===== src/rtl/tcdm_bank_arbiter.sv =====
// Round-robin arbiter sharing one single-cycle-latency BRAM bank port among
// NB_MASTERS TCDM requesters; the response is routed back to last cycle's winner.
module tcdm_bank_arbiter #(
  parameter int unsigned NB_MASTERS = 3,
  parameter int unsigned ADDR_WIDTH = 15,
  parameter int unsigned DATA_WIDTH = 32,
  parameter int unsigned BE_WIDTH   = DATA_WIDTH / 8
) (
  input  logic                             clk_i,
  input  logic                             rst_ni,
  input  logic [NB_MASTERS-1:0]            req_i,
  input  logic [NB_MASTERS-1:0]            wen_i,
  input  logic [NB_MASTERS*ADDR_WIDTH-1:0] add_i,
  input  logic [NB_MASTERS*BE_WIDTH-1:0]   be_i,
  input  logic [NB_MASTERS*DATA_WIDTH-1:0] wdata_i,
  output logic [NB_MASTERS-1:0]            gnt_o,
  output logic [NB_MASTERS-1:0]            r_valid_o,
  output logic [DATA_WIDTH-1:0]            r_rdata_o,
  output logic                             r_opc_o,
  output logic                             mem_en_o,
  output logic [BE_WIDTH-1:0]              mem_we_o,
  output logic [ADDR_WIDTH-3:0]            mem_addr_o,
  output logic [DATA_WIDTH-1:0]            mem_wdata_o,
  input  logic [DATA_WIDTH-1:0]            mem_rdata_i
);

  localparam int unsigned IDX_W = (NB_MASTERS > 1) ? $clog2(NB_MASTERS) : 1;
  localparam int unsigned SUM_W = IDX_W + 1;

  logic [IDX_W-1:0]      rr_ptr_q, rr_ptr_d;
  logic                  resp_valid_q, resp_valid_d;
  logic [IDX_W-1:0]      resp_id_q, resp_id_d;

  logic                  any_gnt;
  logic [IDX_W-1:0]      win;
  logic [SUM_W-1:0]      cand_sum;
  logic [IDX_W-1:0]      cand;

  logic [ADDR_WIDTH-1:0] add_sel;
  logic [BE_WIDTH-1:0]   be_sel;
  logic [DATA_WIDTH-1:0] wdata_sel;
  logic                  wen_sel;
  logic                  add_lsb_unused;

  // Search from rr_ptr_q upward, wrapping; no grant is issued while in reset.
  always_comb begin
    any_gnt  = 1'b0;
    win      = '0;
    cand_sum = '0;
    cand     = '0;
    for (int unsigned k = 0; k < NB_MASTERS; k++) begin
      cand_sum = SUM_W'(rr_ptr_q) + SUM_W'(k);
      if (cand_sum >= SUM_W'(NB_MASTERS)) begin
        cand_sum = cand_sum - SUM_W'(NB_MASTERS);
      end
      cand = IDX_W'(cand_sum);
      if (rst_ni && !any_gnt && req_i[cand]) begin
        any_gnt = 1'b1;
        win     = cand;
      end
    end
  end

  // Winner payload mux onto the bank port; everything is zero without a winner.
  always_comb begin
    gnt_o     = '0;
    add_sel   = '0;
    be_sel    = '0;
    wdata_sel = '0;
    wen_sel   = 1'b1;
    for (int unsigned i = 0; i < NB_MASTERS; i++) begin
      if (any_gnt && (win == IDX_W'(i))) begin
        gnt_o[i]  = 1'b1;
        add_sel   = add_i[i*ADDR_WIDTH +: ADDR_WIDTH];
        be_sel    = be_i[i*BE_WIDTH +: BE_WIDTH];
        wdata_sel = wdata_i[i*DATA_WIDTH +: DATA_WIDTH];
        wen_sel   = wen_i[i];
      end
    end
    mem_en_o    = any_gnt;
    mem_addr_o  = add_sel[ADDR_WIDTH-1:2];
    mem_wdata_o = wdata_sel;
    mem_we_o    = wen_sel ? '0 : be_sel;
  end

  assign add_lsb_unused = ^add_sel[1:0];

  always_comb begin
    rr_ptr_d     = rr_ptr_q;
    resp_valid_d = any_gnt;
    resp_id_d    = resp_id_q;
    if (any_gnt) begin
      rr_ptr_d  = (win == IDX_W'(NB_MASTERS - 1)) ? '0 : win + IDX_W'(1);
      resp_id_d = win;
    end
  end

  always_ff @(posedge clk_i or negedge rst_ni) begin
    if (!rst_ni) begin
      rr_ptr_q     <= '0;
      resp_valid_q <= 1'b0;
      resp_id_q    <= '0;
    end else begin
      rr_ptr_q     <= rr_ptr_d;
      resp_valid_q <= resp_valid_d;
      resp_id_q    <= resp_id_d;
    end
  end

  // Response steering: read data is broadcast, valid goes to last cycle's winner.
  always_comb begin
    r_valid_o = '0;
    for (int unsigned i = 0; i < NB_MASTERS; i++) begin
      r_valid_o[i] = resp_valid_q && (resp_id_q == IDX_W'(i));
    end
  end

  assign r_rdata_o = mem_rdata_i;
  assign r_opc_o   = 1'b0;

endmodule


===== config.mk =====
export PLATFORM = sky130hd
export DESIGN_NAME = tcdm_bank_arbiter
export DESIGN_NICKNAME = d
export VERILOG_FILES = /design/src/rtl/tcdm_bank_arbiter.sv
export SDC_FILE = /design/constraint.sdc
export NUM_CORES = 1
export LEC_CHECK = 0
export ABC_CLOCK_PERIOD_IN_PS = 2300
export BUFFER_PORTS_ARGS = -buffer_cell sky130_fd_sc_hd__buf_2
export CAP_MARGIN = 30
export CELL_PAD_IN_SITES_DETAIL_PLACEMENT = 0
export CELL_PAD_IN_SITES_GLOBAL_PLACEMENT = 2
export CORE_UTILIZATION = 10
export DETAILED_ROUTE_END_ITERATION = 7
export PLACE_DENSITY = 0.89
export SYNTH_ARGS = -nofsm -noshare
export SYNTH_HDL_FRONTEND = slang
export SYNTH_SLANG_ARGS = --single-unit

===== constraint.sdc =====
create_clock -name clk_i -period 2.3 [get_ports clk_i]
set_input_delay 0.23 -clock clk_i [delete_from_list [all_inputs] [get_ports clk_i]]
set_output_delay 0.23 -clock clk_i [all_outputs]
set_load 0.02 [all_outputs]

# ---- Yosys cells after proc, flatten, opt, wreduce, memory -nomap -nowiden
# Cells that the tools add are included.
dict set report op_classes {
  n_reduce_logical 15
  mux 32
  magnitude_cmp 6
  eq_ne 4
  add_sub_neg 6
}
# op count
set op_table {}
lappend op_table {{32-bit 2-to-1 mux} 3}
lappend op_table {{15-bit 2-to-1 mux} 3}
lappend op_table {{4-bit 2-to-1 mux} 4}
lappend op_table {{2-bit 2-to-1 mux} 7}
lappend op_table {{1-bit 2-to-1 mux} 12}
lappend op_table {{1-bit logical AND} 11}
lappend op_table {{2-bit by 3-bit less-than comparator with 1-bit output (second input constant)} 3}
lappend op_table {{1-bit binary-select mux with 2-bit select} 3}
lappend op_table {{3-bit by 2-bit >= comparator with 1-bit output (second input constant)} 2}
lappend op_table {{2-bit subtractor (second input constant)} 3}
lappend op_table {{2-bit by 1-bit == test with 1-bit output (second input constant)} 2}
lappend op_table {{2-bit == test (second input constant)} 2}
lappend op_table {{2-bit zero test} 2}
lappend op_table {{2-bit by 1-bit adder with 3-bit output (second input constant)} 1}
lappend op_table {{2-bit by 2-bit adder with 3-bit output (second input constant)} 1}
lappend op_table {{2-bit by 1-bit adder with 2-bit output (second input constant)} 1}
lappend op_table {{2-bit >= comparator (second input constant)} 1}
lappend op_table {{1-bit zero test} 2}
dict set report totals {
  word_cells 66
  register_bits 5
  output_inout_bits 89
}

# ---- Longest topological paths before layout
# Gate-level depths: netlist of the first run.
dict set report depth {
  depth_word 20
  ltp_mapped 11
  ltp_nobuf 9
}

# ---- Least setup slack after synthesis of the first run
# OpenSTA, ideal clock, no wires.
dict set report synth_timing {
  path_type {register -> output}
  start {reg rr_ptr_q[0]}
  end {out mem_we_o[1]}
  path_stages_with_launch 11
  path_slack_ns -0.540
  arrival_ns 2.610
  cell_sequence {dfrtp_1 inv_1 ha_1 buf_6 nand2b_1 o32a_1 or3_4 a21boi_4 buf_4 a221oi_1 a211oi_1}
}
dict set report synth_between {
  elab_chain_len 20
  elab_cells_between_ends 43
}
# item line
set synth_rtl {}
lappend synth_rtl {{from (decl)} 30} ;# logic [IDX_W-1:0] rr_ptr_q, rr_ptr_d;
lappend synth_rtl {{from (signal assigned)} 104} ;# rr_ptr_q <= rr_ptr_d;
lappend synth_rtl {{parallel branches: the longest is 19 deep, another holds 2-bit by 1-bit adder with 3-bit output} -}
lappend synth_rtl {{4-bit 2-to-1 mux (*)} 83} ;# mem_we_o = wen_sel ? '0 : be_sel;
lappend synth_rtl {{to (decl)} 21} ;# output logic [BE_WIDTH-1:0] mem_we_o,
# Every way passes the cells marked *. The select of a mux whose other input is x is not followed.

# ---- Final worst setup path of the first run
dict set report layout_timing {
  start {reg rr_ptr_q[0]}
  end {out mem_we_o[3]}
}
# Same word-level chain as after synthesis.

==> flow_metrics.py, run 1 <==
metrics = {
    "synthesis": {
        "synthCells": 275,
        "syn-cell-area_um2": 1730,
        "synthSimpleGateAreaFrac_pct": 18.4,
        "synth_cell_type_count": 37,
        "yosys-mux-area-fraction_pct": 1.73,
        "synth_fp_nets": 472,
        "synth_top_family_by_area": "compound AO/OA/AOI/OAI gates",
        "synth_warnings": 0,
        "avgSynthCellArea_um2": 6.30,
        "synth_fa_ha_area_share_pct": 2.89,
        "ys_seq_area_share_pct": 7.23,
        "synthXorXnorAreaFrac_pct": 0,
        "postSynthRegisterBits": 5,
        "synth_compound_area_share_pct": 46.7,
    },
    "clocking": {
        "numCtsBuffers": 3,
        "insertion_delay_ps": 230,
        "clk_pin_slew_ps": 30,
        "cts_sinks": 5,
        "cts_tree": "yes",
        "root_buffer": "clkbuf_16",
        "cts_max_level": 1,
        "ctsLongestPathBuffers": 2,
    },
    "sta": {
        "slew_headroom_pct": 63.5,
        "tightest_slew_ps": 543,
        "slew_violations": 0,
        "hold_violations": 0,
        "rsz0062_at_grt": "yes",
        "maxClockFrequency_mhz": 354,
        "finalSetupTns_ps": -23570,
        "clock_skew_ps": 0.256,
        "setup_viol": 54,
        "setup_ws_ps": -522,
        "period_needed_ps": 2820,
        "final.period_utilization_pct": 123,
    },
    "cells_and_area": {
        "multi_input_area_um2": 1650,
        "antennaDiodeCount": 0,
        "drive_above_1_share_pct": 74.1,
        "syn2layout_area_growth_pct": 157,
        "regArea_um2": 126,
        "fin_nets": 708,
        "n_fill_cell": 1803,
        "final_cells": 730,
    },
    "hold_path": {
        "hp-class": "input pin to primary output",
        "min_path_cells": 0,
        "holdPathEnd": "r_rdata_o[11]",
        "worstHoldStart": "mem_rdata_i[11]",
    },
    "floorplan": {
        "num_io_pins": 282,
        "die-area_um2": 17800,
        "core_um2": 16800,
        "start_util_pct": 10.3,
        "rows": 47,
        "die_w_um": 134,
        "dieHeight_um": 134,
    },
    "global_route": {
        "grt_usage_pct": 10.4,
        "globalRouteMet1Util_pct": 11.0,
        "first_global_vias": 2868,
        "met3_usage_pct": 2.05,
        "antenna_found_initial": 0,
        "grt.busiest_layer": "met2",
        "grt_max_degree": 41,
        "use_met2_pct": 20.3,
        "grt_pass1_wl_mm": 14.5,
        "grt_overflow": 0,
    },
    "run": {
        "maxCapViolations": 0,
    },
    "critical_path": {
        "arrival_ps": 2590,
        "critPathKind": "register to primary output",
        "worstPathMaxFanout": 6,
        "r2r_start": "rr_ptr_q[0]",
        "worstSetupStartpointType": "register",
        "crit_path_end_kind": "primary output",
        "regToRegEndpoint": "rr_ptr_q[0]",
        "ff2ff_setup_slack_ps": -100,
        "rr_worst_depth": 12,
        "cp.required_ps": 2070,
    },
    "placed_design": {
        "dpl.cell_count": 693,
        "globalplace.congestion": 0.751,
        "portBuffers": 210,
        "dp_hpwl_mm": 7.39,
    },
    "detailed_routing": {
        "vias": 2998,
        "wl_per_cell_um": 15.3,
        "drt_first_pass_iters": 4,
        "drt-total-wl_mm": 11.2,
        "drt_iter0_markers": 81,
        "drcViolationCount": 0,
        "via_per_inst": 4.11,
        "ant_nets": 0,
    },
    "run_status": {
        "status": "finished with violations",
        "violations": "setup timing",
    },
    "pwr": {
        "seq_power_share_pct": 2.9,
        "p_leak_uw": 0.00206,
        "p_int_uw": 3210,
        "vdd_drop_max_v": 0.000386,
        "power_frac_clock_pct": 4.8,
        "p_per_area_nw_per_um2": 1330,
        "switching_share_pct": 45.7,
        "power.switching_uw": 2700,
        "power_frac_comb_pct": 92.3,
    },
}
==> sequential cells by signal, indices dropped and copies added, names as in the netlist <==
name / count
resp_id_q: 2
resp_valid_q: 1
rr_ptr_q: 2
==> metal layers <==
layer | vias up | part of all wire (%) | routed length [µm]
met4 | 0 | 2.0 | 227
met2 | 148 | 54 | 6080
met3 | 22 | 6.4 | 712
met1 | 1379 | 37 | 4190
li1 | 1449 | - | -
met5 | - | 0 | 0
==> how the worst max path moves through the flow <==
stage | start | end | slack [ps] | depth (start not counted)
finish | rr_ptr_q[0] | mem_we_o[3] | -520 | 11
global route | rr_ptr_q[1] | mem_we_o[0] | -600 | 11
CTS | rr_ptr_q[0] | mem_wdata_o[1] | -560 | 12
detailed placement | rr_ptr_q[1] | mem_we_o[3] | -410 | 10
global placement | rr_ptr_q[1] | mem_we_o[3] | -330 | 9
floorplan | rr_ptr_q[0] | mem_we_o[0] | -330 | 10
==> cells in the mapped netlist <==
cell	n	area, µm²
a211oi_1	5	37.5
a21boi_4	1	18.8
a21o_1	2	15.0
a21oi_1	12	60.1
a221oi_1	2	17.5
a22oi_1	46	345
a31oi_2	1	12.5
and2_1	1	6.26
and3_1	1	6.26
buf_2	10	50.1
buf_4	34	255
buf_6	1	11.3
clkbuf_1	10	37.5
conb_1	1	3.75
dfrtp_1	5	125
ha_1	4	50.1
inv_1	10	37.5
inv_2	1	3.75
mux2i_1	3	30.0
nand2_1	51	191
nand2b_1	3	18.8
nand3_1	2	10.0
nand3b_1	1	7.51
nand4bb_1	1	11.3
nor2_1	2	7.51
nor2b_1	2	12.5
nor3_1	3	15.0
nor3b_1	2	15.0
nor4_1	1	6.26
o211ai_1	4	30.0
o21a_1	1	7.51
o21ai_0	43	215
o21ai_1	5	25.0
o22ai_1	1	6.26
o31ai_1	1	7.51
o32a_1	1	10.0
or3_4	1	11.3
==> critical path, cell delays in order, from the launching register on <==
cell	delay, ps
dfrtp_1	390
inv_2	90
ha_4	210
nand2b_4	140
o32a_1	280
or3_4	360
a21boi_4	160
buf_12	150
buf_12	120
o211ai_1	100
a211oi_2	200
buf_4	170
==> area by class of cell <==
cell class | instances | area share (%)
flip-flops and latches | 5 | 2.84
inverters | 11 | 1.24
repair buffers | 286 | 51.0
well taps | 220 | 6.18
clock buffers | 4 | 1.77
multi-input cells | 204 | 37.0
==> cell families after synthesis <==
| family | Yosys count |
|---|---|
| compound gates | 125 |
| other cells | 1 |
| simple gates | 71 |
| fa+ha+maj | 4 |
| buf+inv | 66 |
| mux | 3 |
| flops | 5 |
==> metrics by stage <==
stage | utilization, % | power, µW | area [µm²] | hold WS (ps) | worst slack (ps)
global route | 26.6 | 6240 | 4460 | 460 | -595
global placement | 19.9 | 3750 | 3330 | 101 | -330
finish | 26.6 | 5910 | 4460 | 460 | -522
floorplan | - | 2430 | 1930 | -65.6 | -329
CTS | 24.1 | 5260 | 4040 | 460 | -558
detailed placement | 19.9 | 3770 | 3330 | 103 | -415
==> power groups by stage <==
stage	registers (µW)	clock network (µW)	logic, µW
after floorplan	160	0	2270
after global placement	161	0	3590
after detailed placement	165	0	3600
after CTS	169	285	4800
after global routing	180	292	5770
final	172	283	5450
==> placed cells by master (no fill, tap or decap), types with 3 or more instances in the layout <==
cell,count
a22oi_2,15
dfrtp_1,4
buf_2,157
buf_4,56
ha_4,3
a21oi_1,8
buf_6,47
inv_1,8
a211oi_2,4
o21ai_2,46
clkbuf_16,7
buf_12,17
a22oi_1,31
nand2_1,51
o211ai_1,4
==> what timing repair did <==
action / CTS / global route
endpoints found under the hold margin: 5 / 0
pin swaps: 10 / 15
cloned: 5 / 6
setup endpoints to repair: 54 / 54
gates resized for setup: 105 / 55
hold buffers: 1 / 0
buffers inserted: 12 / 12
Note: power is estimated with default switching activity, not from simulation.
==> run 2: changes to the inputs <==
CTS_BUF_LIST = sky130_fd_sc_hd__clkbuf_8   (was not set)
==> run 2 against run 1 <==
  * The run still ends with setup timing left
  * Clock skew rose by 1.3 ps
  * Utilization fell by 1.3 points
  * Maximum frequency rose by 0.20%
  * Largest power group unchanged
==> flow_metrics.py, run 2 (synthesis results as in run 1) <==
metrics = {
    "global_route": {
        "grt_overflow": 0,
        "first_global_vias": 2875,
        "grt_usage_pct": 10.4,
        "grt_max_degree": 41,
        "antenna_found_initial": 0,
        "grt_pass1_wl_mm": 14.6,
    },
    "cells_and_area": {
        "drive_above_1_share_pct": 73.0,
        "antennaDiodeCount": 0,
        "final_cell_mix": "157 x buf_2, 58 x buf_4, 50 x nand2_1",
        "top_regs": "resp_id_q (2), rr_ptr_q (2), resp_valid_q (1)",
        "regArea_um2": 126,
        "fin_nets": 702,
        "design_area_um2": 4240,
        "final_common_cell": "buf_2",
        "multi_input_area_um2": 1580,
        "syn2layout_area_growth_pct": 145,
        "n_fill_cell": 1822,
    },
    "clocking": {
        "clk_pin_slew_ps": 30,
        "cts_max_level": 1,
        "cts_tree": "yes",
        "numCtsBuffers": 3,
        "cts_sinks": 5,
        "ctsLongestPathBuffers": 2,
        "insertion_delay_ps": 220,
        "root_buffer": "clkbuf_8",
    },
    "run_status": {
        "status": "finished with violations",
        "violations": "setup timing",
    },
    "sta": {
        "maxClockFrequency_mhz": 355,
        "hold_violations": 0,
        "setup_ws_ps": -517,
        "period_needed_ps": 2820,
        "slew_violations": 0,
        "clock_skew_ps": 1.57,
        "rsz0062_at_grt": "yes",
        "setup_viol": 54,
        "hold_ws_ps": 460,
        "final.period_utilization_pct": 122,
    },
    "floorplan": {
        "rows": 47,
        "dieHeight_um": 134,
        "start_util_pct": 10.3,
        "core_um2": 16800,
        "num_io_pins": 282,
        "die_w_um": 134,
        "die-area_um2": 17800,
    },
    "pwr": {
        "vdd_drop_max_v": 0.000356,
        "p_leak_uw": 0.00198,
        "p_per_area_nw_per_um2": 1280,
    },
    "placed_design": {
        "globalplace.congestion": 0.751,
        "portBuffers": 210,
        "dp_hpwl_mm": 7.39,
        "placed_area_um2": 3330,
    },
    "detailed_routing": {
        "wl_per_cell_um": 14.4,
        "drcViolationCount": 0,
        "ant_nets": 0,
        "via_per_inst": 4.06,
        "drt_first_pass_iters": 4,
        "vias": 2936,
        "drt-total-wl_mm": 10.4,
        "drt_iter0_markers": 112,
    },
    "critical_path": {
        "worstSetupStartpointType": "register",
        "crit_path_end_kind": "primary output",
        "arrival_ps": 2590,
        "worstPathMaxFanout": 6,
        "critPathKind": "register to primary output",
        "ff2ff_setup_slack_ps": -90,
        "cp.required_ps": 2070,
    },
    "hold_path": {
        "hp-class": "input pin to primary output",
    },
    "run": {
        "maxCapViolations": 0,
    },
}
## run 2: cell count changes in the layout (fill, tap and decap cells not counted), sizes merged
cell | before | now
buf | 281 | 276
inv | 10 | 11
clkbuf | 8 | 6
## run 2: final timing paths
| path | startpoint | cells past startpoint | endpoint |
|---|---|---|---|
| hold reg to reg | resp_id_q[1] | 2 | resp_id_q[1] |
| max in group asynchronous | rst_ni | 2 | rr_ptr_q[1] |
| setup reg to reg | rr_ptr_q[1] | 11 | rr_ptr_q[0] |
| hold / removal | mem_rdata_i[22] | 0 | r_rdata_o[22] |
| min in group asynchronous | rst_ni | 2 | resp_valid_q |
| setup / recovery | rr_ptr_q[1] | 10 | mem_we_o[3] |
## run 2: metal layers
metal / vias up / share of wire (%) / track usage [%] / routed length, µm
li1: 1433 / - / - / -
met1: 1342 / 37 / 11.0 / 3890
met2: 137 / 54 / 20.3 / 5630
met3: 24 / 6.7 / 2.09 / 701
met4: 0 / 1.9 / 3.35 / 194
met5: - / 0 / 0 / 0
## run 2: timing repair
action,in CTS,in global routing
setup endpoints to repair,54,54
resized for setup,103,44
hold buffers,1,0
endpoints found under the hold margin,5,0
setup buffers,15,5
pin swaps,8,15
gates cloned,5,3
## run 2: where the power goes
group	switching (µW)	leakage [µW]	total (µW)	internal [µW]
registers	37.1	0.0000604	171	134
logic	2460	0.00189	5100	2640
clock network	41.5	0.0000269	156	114
## run 2: layout make-up
type / instances / area share, %
Timing Repair Buffer: 280 / 51.0
Multi-Input combinational cell: 204 / 37.2
Tap cell: 220 / 6.49
Sequential cell: 5 / 2.98
Inverter: 11 / 1.30
Clock buffer: 3 / 0.973
Clock inverter: 1 / 0.0884
## run 2: critical path, cell delays in order, from the launching register on
cell and delay, ps:
dfrtp_2 430, ha_4 250, nand2b_4 140, o32a_1 280
or3_4 360, a21boi_4 160, buf_12 150, buf_12 120
o211ai_1 100, a211oi_2 200, buf_4 170
## run 2: per-stage QoR
stage	setup slack (ps)	total power, µW	setup TNS (ps)	cells	utilization [%]
after floorplan	-329	2430	-11480	275	-
after global placement	-330	3750	-11380	693	19.9
after detailed placement	-415	3770	-15020	693	19.9
after CTS	-551	5120	-25610	718	23.9
after global routing	-587	5770	-27620	724	25.3
final	-517	5420	-23170	724	25.3
